--- config.mk ---
export PLATFORM = sky130hd
export DESIGN_NAME = dmem_ctrl_flat
export DESIGN_NICKNAME = d
export VERILOG_FILES = /design/src/rtl/dmem_ctrl_if.sv /design/src/rtl/dmem_ctrl.sv /design/src/flat_wrapper.sv
export SDC_FILE = /design/constraint.sdc
export NUM_CORES = 1
export LEC_CHECK = 0
export ABC_AREA = 1
export CAP_MARGIN = 10
export CORE_MARGIN = 2
export CORE_UTILIZATION = 45
export DETAILED_ROUTE_END_ITERATION = 10
export PLACE_DENSITY = 0.93
export SLEW_MARGIN = 10
export SYNTH_ARGS = -nofsm -noshare
export SYNTH_HDL_FRONTEND = slang
export SYNTH_SLANG_ARGS = --single-unit
--- constraint.sdc ---
create_clock -name clk -period 2.8 [get_ports clk]
set_clock_uncertainty 0.05 [all_clocks]
set_input_delay 0.7 -clock clk [delete_from_list [all_inputs] [get_ports clk]]
set_output_delay 0.7 -clock clk [all_outputs]
set_load 0.01 [all_outputs]
--- src/rtl/dmem_ctrl_if.sv ---
// Data-memory controller bundle: pipeline-side request, memory bus and
// load writeback signals grouped for connection to dmem_ctrl.
interface dmem_ctrl_if #(
  parameter int WordSize = 32
);
  // Pipeline (EX/MEM stage) side
  logic                mem_valid;
  logic                mem_we;
  logic [WordSize-1:0] addr;
  logic [WordSize-1:0] wdata;
  logic [4:0]          rdn_in;
  logic                flush;
  // Data-memory request bus
  logic                dreq;
  logic                dwe;
  logic [WordSize-1:0] daddr;
  logic [WordSize-1:0] dwdata;
  logic                dack;
  logic [WordSize-1:0] drdata;
  // Pipeline control and load writeback
  logic                stall;
  logic                ld_valid;
  logic [4:0]          ld_rdn;
  logic [WordSize-1:0] ld_data;
  logic                timeout_err;

  // Controller view
  modport slave (
    input  mem_valid, mem_we, addr, wdata, rdn_in, flush, dack, drdata,
    output dreq, dwe, daddr, dwdata, stall, ld_valid, ld_rdn, ld_data, timeout_err
  );

  // Pipeline / memory view
  modport master (
    output mem_valid, mem_we, addr, wdata, rdn_in, flush, dack, drdata,
    input  dreq, dwe, daddr, dwdata, stall, ld_valid, ld_rdn, ld_data, timeout_err
  );
endinterface

--- src/rtl/dmem_ctrl.sv ---
// Data-memory controller for the MEM stage: issues one bus request per
// accepted load/store, holds it until dack or timeout, and returns load
// data to writeback. Flushed ops still finish on the bus but never write back.
module dmem_ctrl #(
  parameter int WordSize = 32,
  parameter int Timeout  = 16
) (
  input logic        clk,
  input logic        rstn,
  dmem_ctrl_if.slave bus
);

  typedef enum logic {
    S_IDLE = 1'b0,
    S_BUSY = 1'b1
  } state_t;

  state_t              r_state;
  logic                r_dreq;
  logic                r_dwe;
  logic [WordSize-1:0] r_daddr;
  logic [WordSize-1:0] r_dwdata;
  logic [4:0]          r_rdn;
  logic                r_kill;
  logic [7:0]          r_cnt;
  logic                r_ld_valid;
  logic [4:0]          r_ld_rdn;
  logic [WordSize-1:0] r_ld_data;
  logic                r_timeout_err;

  logic w_accept;
  logic w_last;

  // A new op is taken only from IDLE and only if not being flushed.
  assign w_accept = (r_state == S_IDLE) && bus.mem_valid && !bus.flush;
  // Counter holds the number of dack-less BUSY cycles already completed.
  assign w_last   = (r_cnt == 8'(Timeout - 1));

  // Request FSM with registered bus, writeback and error outputs.
  always_ff @(posedge clk or negedge rstn) begin
    if (!rstn) begin
      r_state       <= S_IDLE;
      r_dreq        <= 1'b0;
      r_dwe         <= 1'b0;
      r_daddr       <= '0;
      r_dwdata      <= '0;
      r_rdn         <= '0;
      r_kill        <= 1'b0;
      r_cnt         <= '0;
      r_ld_valid    <= 1'b0;
      r_ld_rdn      <= '0;
      r_ld_data     <= '0;
      r_timeout_err <= 1'b0;
    end else begin
      r_ld_valid <= 1'b0;
      case (r_state)
        S_IDLE: begin
          if (w_accept) begin
            r_state  <= S_BUSY;
            r_dreq   <= 1'b1;
            r_dwe    <= bus.mem_we;
            r_daddr  <= bus.addr;
            r_dwdata <= bus.wdata;
            r_rdn    <= bus.rdn_in;
            r_kill   <= 1'b0;
            r_cnt    <= '0;
          end
        end
        S_BUSY: begin
          if (bus.dack) begin
            r_state <= S_IDLE;
            r_dreq  <= 1'b0;
            // A flush arriving with dack still kills the writeback.
            if (!r_dwe && !r_kill && !bus.flush) begin
              r_ld_valid <= 1'b1;
              r_ld_rdn   <= r_rdn;
              r_ld_data  <= bus.drdata;
            end
          end else if (w_last) begin
            r_state       <= S_IDLE;
            r_dreq        <= 1'b0;
            r_timeout_err <= 1'b1;
          end else begin
            r_cnt <= r_cnt + 8'd1;
            if (bus.flush) begin
              r_kill <= 1'b1;
            end
          end
        end
        default: begin
          r_state <= S_IDLE;
          r_dreq  <= 1'b0;
        end
      endcase
    end
  end

  // Stall upstream while an op is being taken or is still waiting on dack.
  assign bus.stall = w_accept || ((r_state == S_BUSY) && !bus.dack);

  assign bus.dreq        = r_dreq;
  assign bus.dwe         = r_dwe;
  assign bus.daddr       = r_daddr;
  assign bus.dwdata      = r_dwdata;
  assign bus.ld_valid    = r_ld_valid;
  assign bus.ld_rdn      = r_ld_rdn;
  assign bus.ld_data     = r_ld_data;
  assign bus.timeout_err = r_timeout_err;

endmodule
--- src/flat_wrapper.sv ---
// flat-port wrapper written by rule: the top's interface ports become plain ports
module dmem_ctrl_flat 
#(
  parameter int WordSize = 32,
  parameter int Timeout  = 16
)
  (clk, rstn, bus_mem_valid, bus_mem_we, bus_addr, bus_wdata, bus_rdn_in, bus_flush, bus_dack, bus_drdata, bus_dreq, bus_dwe, bus_daddr, bus_dwdata, bus_stall, bus_ld_valid, bus_ld_rdn, bus_ld_data, bus_timeout_err);
  dmem_ctrl_if #(.WordSize(WordSize)) bus_i ();
  input logic clk;
  input logic rstn;
  input wire logic [$bits(bus_i.mem_valid)-1:0] bus_mem_valid;
  input wire logic [$bits(bus_i.mem_we)-1:0] bus_mem_we;
  input wire logic [$bits(bus_i.addr)-1:0] bus_addr;
  input wire logic [$bits(bus_i.wdata)-1:0] bus_wdata;
  input wire logic [$bits(bus_i.rdn_in)-1:0] bus_rdn_in;
  input wire logic [$bits(bus_i.flush)-1:0] bus_flush;
  input wire logic [$bits(bus_i.dack)-1:0] bus_dack;
  input wire logic [$bits(bus_i.drdata)-1:0] bus_drdata;
  output wire logic [$bits(bus_i.dreq)-1:0] bus_dreq;
  output wire logic [$bits(bus_i.dwe)-1:0] bus_dwe;
  output wire logic [$bits(bus_i.daddr)-1:0] bus_daddr;
  output wire logic [$bits(bus_i.dwdata)-1:0] bus_dwdata;
  output wire logic [$bits(bus_i.stall)-1:0] bus_stall;
  output wire logic [$bits(bus_i.ld_valid)-1:0] bus_ld_valid;
  output wire logic [$bits(bus_i.ld_rdn)-1:0] bus_ld_rdn;
  output wire logic [$bits(bus_i.ld_data)-1:0] bus_ld_data;
  output wire logic [$bits(bus_i.timeout_err)-1:0] bus_timeout_err;
  assign bus_i.mem_valid = bus_mem_valid;
  assign bus_i.mem_we = bus_mem_we;
  assign bus_i.addr = bus_addr;
  assign bus_i.wdata = bus_wdata;
  assign bus_i.rdn_in = bus_rdn_in;
  assign bus_i.flush = bus_flush;
  assign bus_i.dack = bus_dack;
  assign bus_i.drdata = bus_drdata;
  assign bus_dreq = bus_i.dreq;
  assign bus_dwe = bus_i.dwe;
  assign bus_daddr = bus_i.daddr;
  assign bus_dwdata = bus_i.dwdata;
  assign bus_stall = bus_i.stall;
  assign bus_ld_valid = bus_i.ld_valid;
  assign bus_ld_rdn = bus_i.ld_rdn;
  assign bus_ld_data = bus_i.ld_data;
  assign bus_timeout_err = bus_i.timeout_err;
  dmem_ctrl #(.WordSize(WordSize), .Timeout(Timeout)) u_core (.clk(clk), .rstn(rstn), .bus(bus_i));
endmodule
==> flow_summary.ini <==
[status]
outcome = finished, final reports clean

[critical_path]
worst_setup_path_end_kind = output port
critical_path.startpoint_type = primary input
worstPathMaxFanout = 3
arrival_ns = 1.78
required_ns = 2.05
crit_type = in2out

[flow_run]
cap_violations = 0

[logic_synthesis]
ys_ff_latch = 120
avgSynthCellArea_sq_um = 11.52
yosys-top-cells-area = dfrtp_1 (64%), mux2_2 (14%), nand2_1 (11%), mux2_4 (2.5%), nor2_1 (1.5%)
synth_top_area_share = 0.6371
syn_nets = 517
synth_flop_cell = dfrtp_1
yosys.area.top_type = dfrtp_1
yosys_warnings = 0
synth_cells = 409
yosysSeqAreaShare = 0.6371
synth_async_sr_flop_share = 1.000
synth_edf_count = 0
yosysUniqueCellTypes = 19
synth_common_cells = nand2_1 (132), dfrtp_1 (120), mux2_2 (57)
yosysMostFrequentCell = nand2_1
syn_area_sq_mm = 0.004713

[clocking]
ctsLongestPathBuffers = 2
cts_setup_buffers = 0
cts_tree = yes
root_buffer = clkbuf_8
cts_made_buffers = 17
htreeDepth = 4
ctsHoldBuffers = 0
insertion_delay_ns = 0.49
clk_pin_slew_ns = 0.05
cts_resized = 1
clock-sinks = 120

[power]
power.leakage_nw = 3.499
ir_drop_v = 0.0004989
powerDensity_mw_per_mm2 = 853.2
power_mw = 6.496

[global_routing]
grt_pass1_vias = 3897
grt_pass1_wl_mm = 19.15
grt_max_degree = 56
grt-ovfl-total = 0
busiest_layer = met2
track_usage = 0.2200
use_met3 = 0.07787
grt_util_met2 = 0.3910
antenna_found_initial = 0
met1_usage = 0.2376

[floorplanning]
die_w_microns = 106.3
die_y_microns = 106.3
row_count = 37
initial_core_util = 0.4607
io_pins = 213
dieArea_sq_mm = 0.01131
placeableCoreArea_sq_mm = 0.01023

[layout]
drive_gt1_frac = 0.1664
nFillCells = 667
syn_to_final_growth_pct = 61.53
antenna_cells = 0
instances_no_fill = 779
layout.nets = 738

[drt]
ant_nets = 0
first_iter_violations = 286
vias_per_cell = 4.824
wl_per_cell_microns = 15.91
vias = 3758
drc = 0
drtPass1Iterations = 4
routed_wl_mm = 12.40

[min_path]
hold_path.class = in2async

[sta]
rsz0062_at_grt = no
final.period_utilization = 0.9024
setup_tns_ns = 0
final_max_slew_viol_count = 0
timing_hold_violations_final = 0
period_needed_ns = 2.527
max-slew-margin-rel = 0.6829
tightest_slew_ns = 0.4756
fmax_mhz = 395.8
setup-violations-final = 0
hold_ws_ns = 0.1233

[placement]
numPortBuffers = 212
dp_cells = 747
dp_hpwl_mm = 9.065
gp_congestion = 0.8150
## final timing paths
| check | start | endpoint | slack [ns] | depth (start not counted) |
|---|---|---|---|---|
| min in group clk | u_core.bus.timeout_err | u_core.bus.timeout_err | 0.41 | 1 |
| worst min register to register | u_core.bus.timeout_err | u_core.bus.timeout_err | 0.41 | 1 |
| worst min-delay path | rstn | u_core.bus.dreq | 0.12 | 1 |
| worst max-delay path | bus_flush | bus_stall | 0.27 | 5 |
| max in group asynchronous | rstn | u_core.bus.daddr[11] | 1.83 | 2 |
| worst max register to register | u_core.r_state | u_core.bus.daddr[1] | 0.85 | 5 |
## report_power, final
group | internal [mW] | switching (mW) | leakage, nW
Clock | 1.53 | 0.738 | 0.302
Combinational | 1.10 | 0.701 | 1.74
Sequential | 2.17 | 0.250 | 1.46
Total | 4.81 | 1.69 | 3.50
## registers in the layout, indices dropped and copies added, names as in the netlist
signal,cells
u_core.bus.daddr,32
u_core.bus.dwdata,32
u_core.bus.ld_data,32
u_core.r_cnt,8
u_core.bus.ld_rdn,5
u_core.r_rdn,5
u_core.bus.dreq,1
u_core.bus.dwe,1
u_core.bus.ld_valid,1
u_core.bus.timeout_err,1
u_core.r_kill,1
u_core.r_state,1
## placed cells by master (no fill, tap or decap), types with 6 or more instances in the layout
cell / netlist / routed
nor2_1: 19 / 19
o21ai_0: 12 / 12
nand3_1: 12 / 12
mux2_2: 57 / 57
clkdlybuf4s50_1: 0 / 210
nand2_1: 132 / 132
clkbuf_16: 0 / 16
mux2_4: 8 / 8
inv_1: 16 / 16
dfrtp_1: 120 / 120
a21oi_1: 6 / 6
## per-layer routing
metal	up-vias	share of wire
met5	-	0
li1	1759	-
met1	1783	0.37
met2	198	0.52
met4	0	0.020
met3	18	0.095
## worst max-delay path, cell delays in order
cell             delay [ns]
clkdlybuf4s50_1        0.43
nor2_1                 0.18
nand2_4                0.06
o21ai_0                0.09
dlygate4sd2_1          0.32
## metrics by stage
stage | setup WS [ns] | cell area (sq um) | util
5_1_grt | 0.2005 | 7614 | 0.7442
4_1_cts | 0.2745 | 7614 | 0.7442
6_report | 0.2733 | 7614 | 0.7442
2_1_floorplan | 0.7287 | 4713 | -
3_3_place_gp | 0.05259 | 6990 | 0.6833
3_5_place_dp | -0.009142 | 6990 | 0.6833
## cells by family after synthesis
logic type	Yosys count	share of synthesized area
compound gates	20	0.02416
fa+ha+maj	1	0.002654
buf+inv	33	0.03212
flops	120	0.6371
mux	65	0.1617
simple gates	170	0.1423
## final cells by class
cell class | count | area [sq um] | share of cell area
clock buffer | 19 | 421.7 | 0.05538
inverter | 17 | 63.81 | 0.008381
timing repair buffer | 218 | 2188 | 0.2874
multi-input combinational | 256 | 1564 | 0.2054
sequential | 120 | 3003 | 0.3944
clock inverter | 13 | 202.7 | 0.02662
tap | 136 | 170.2 | 0.02235
Power figures use the tool's default switching activity.
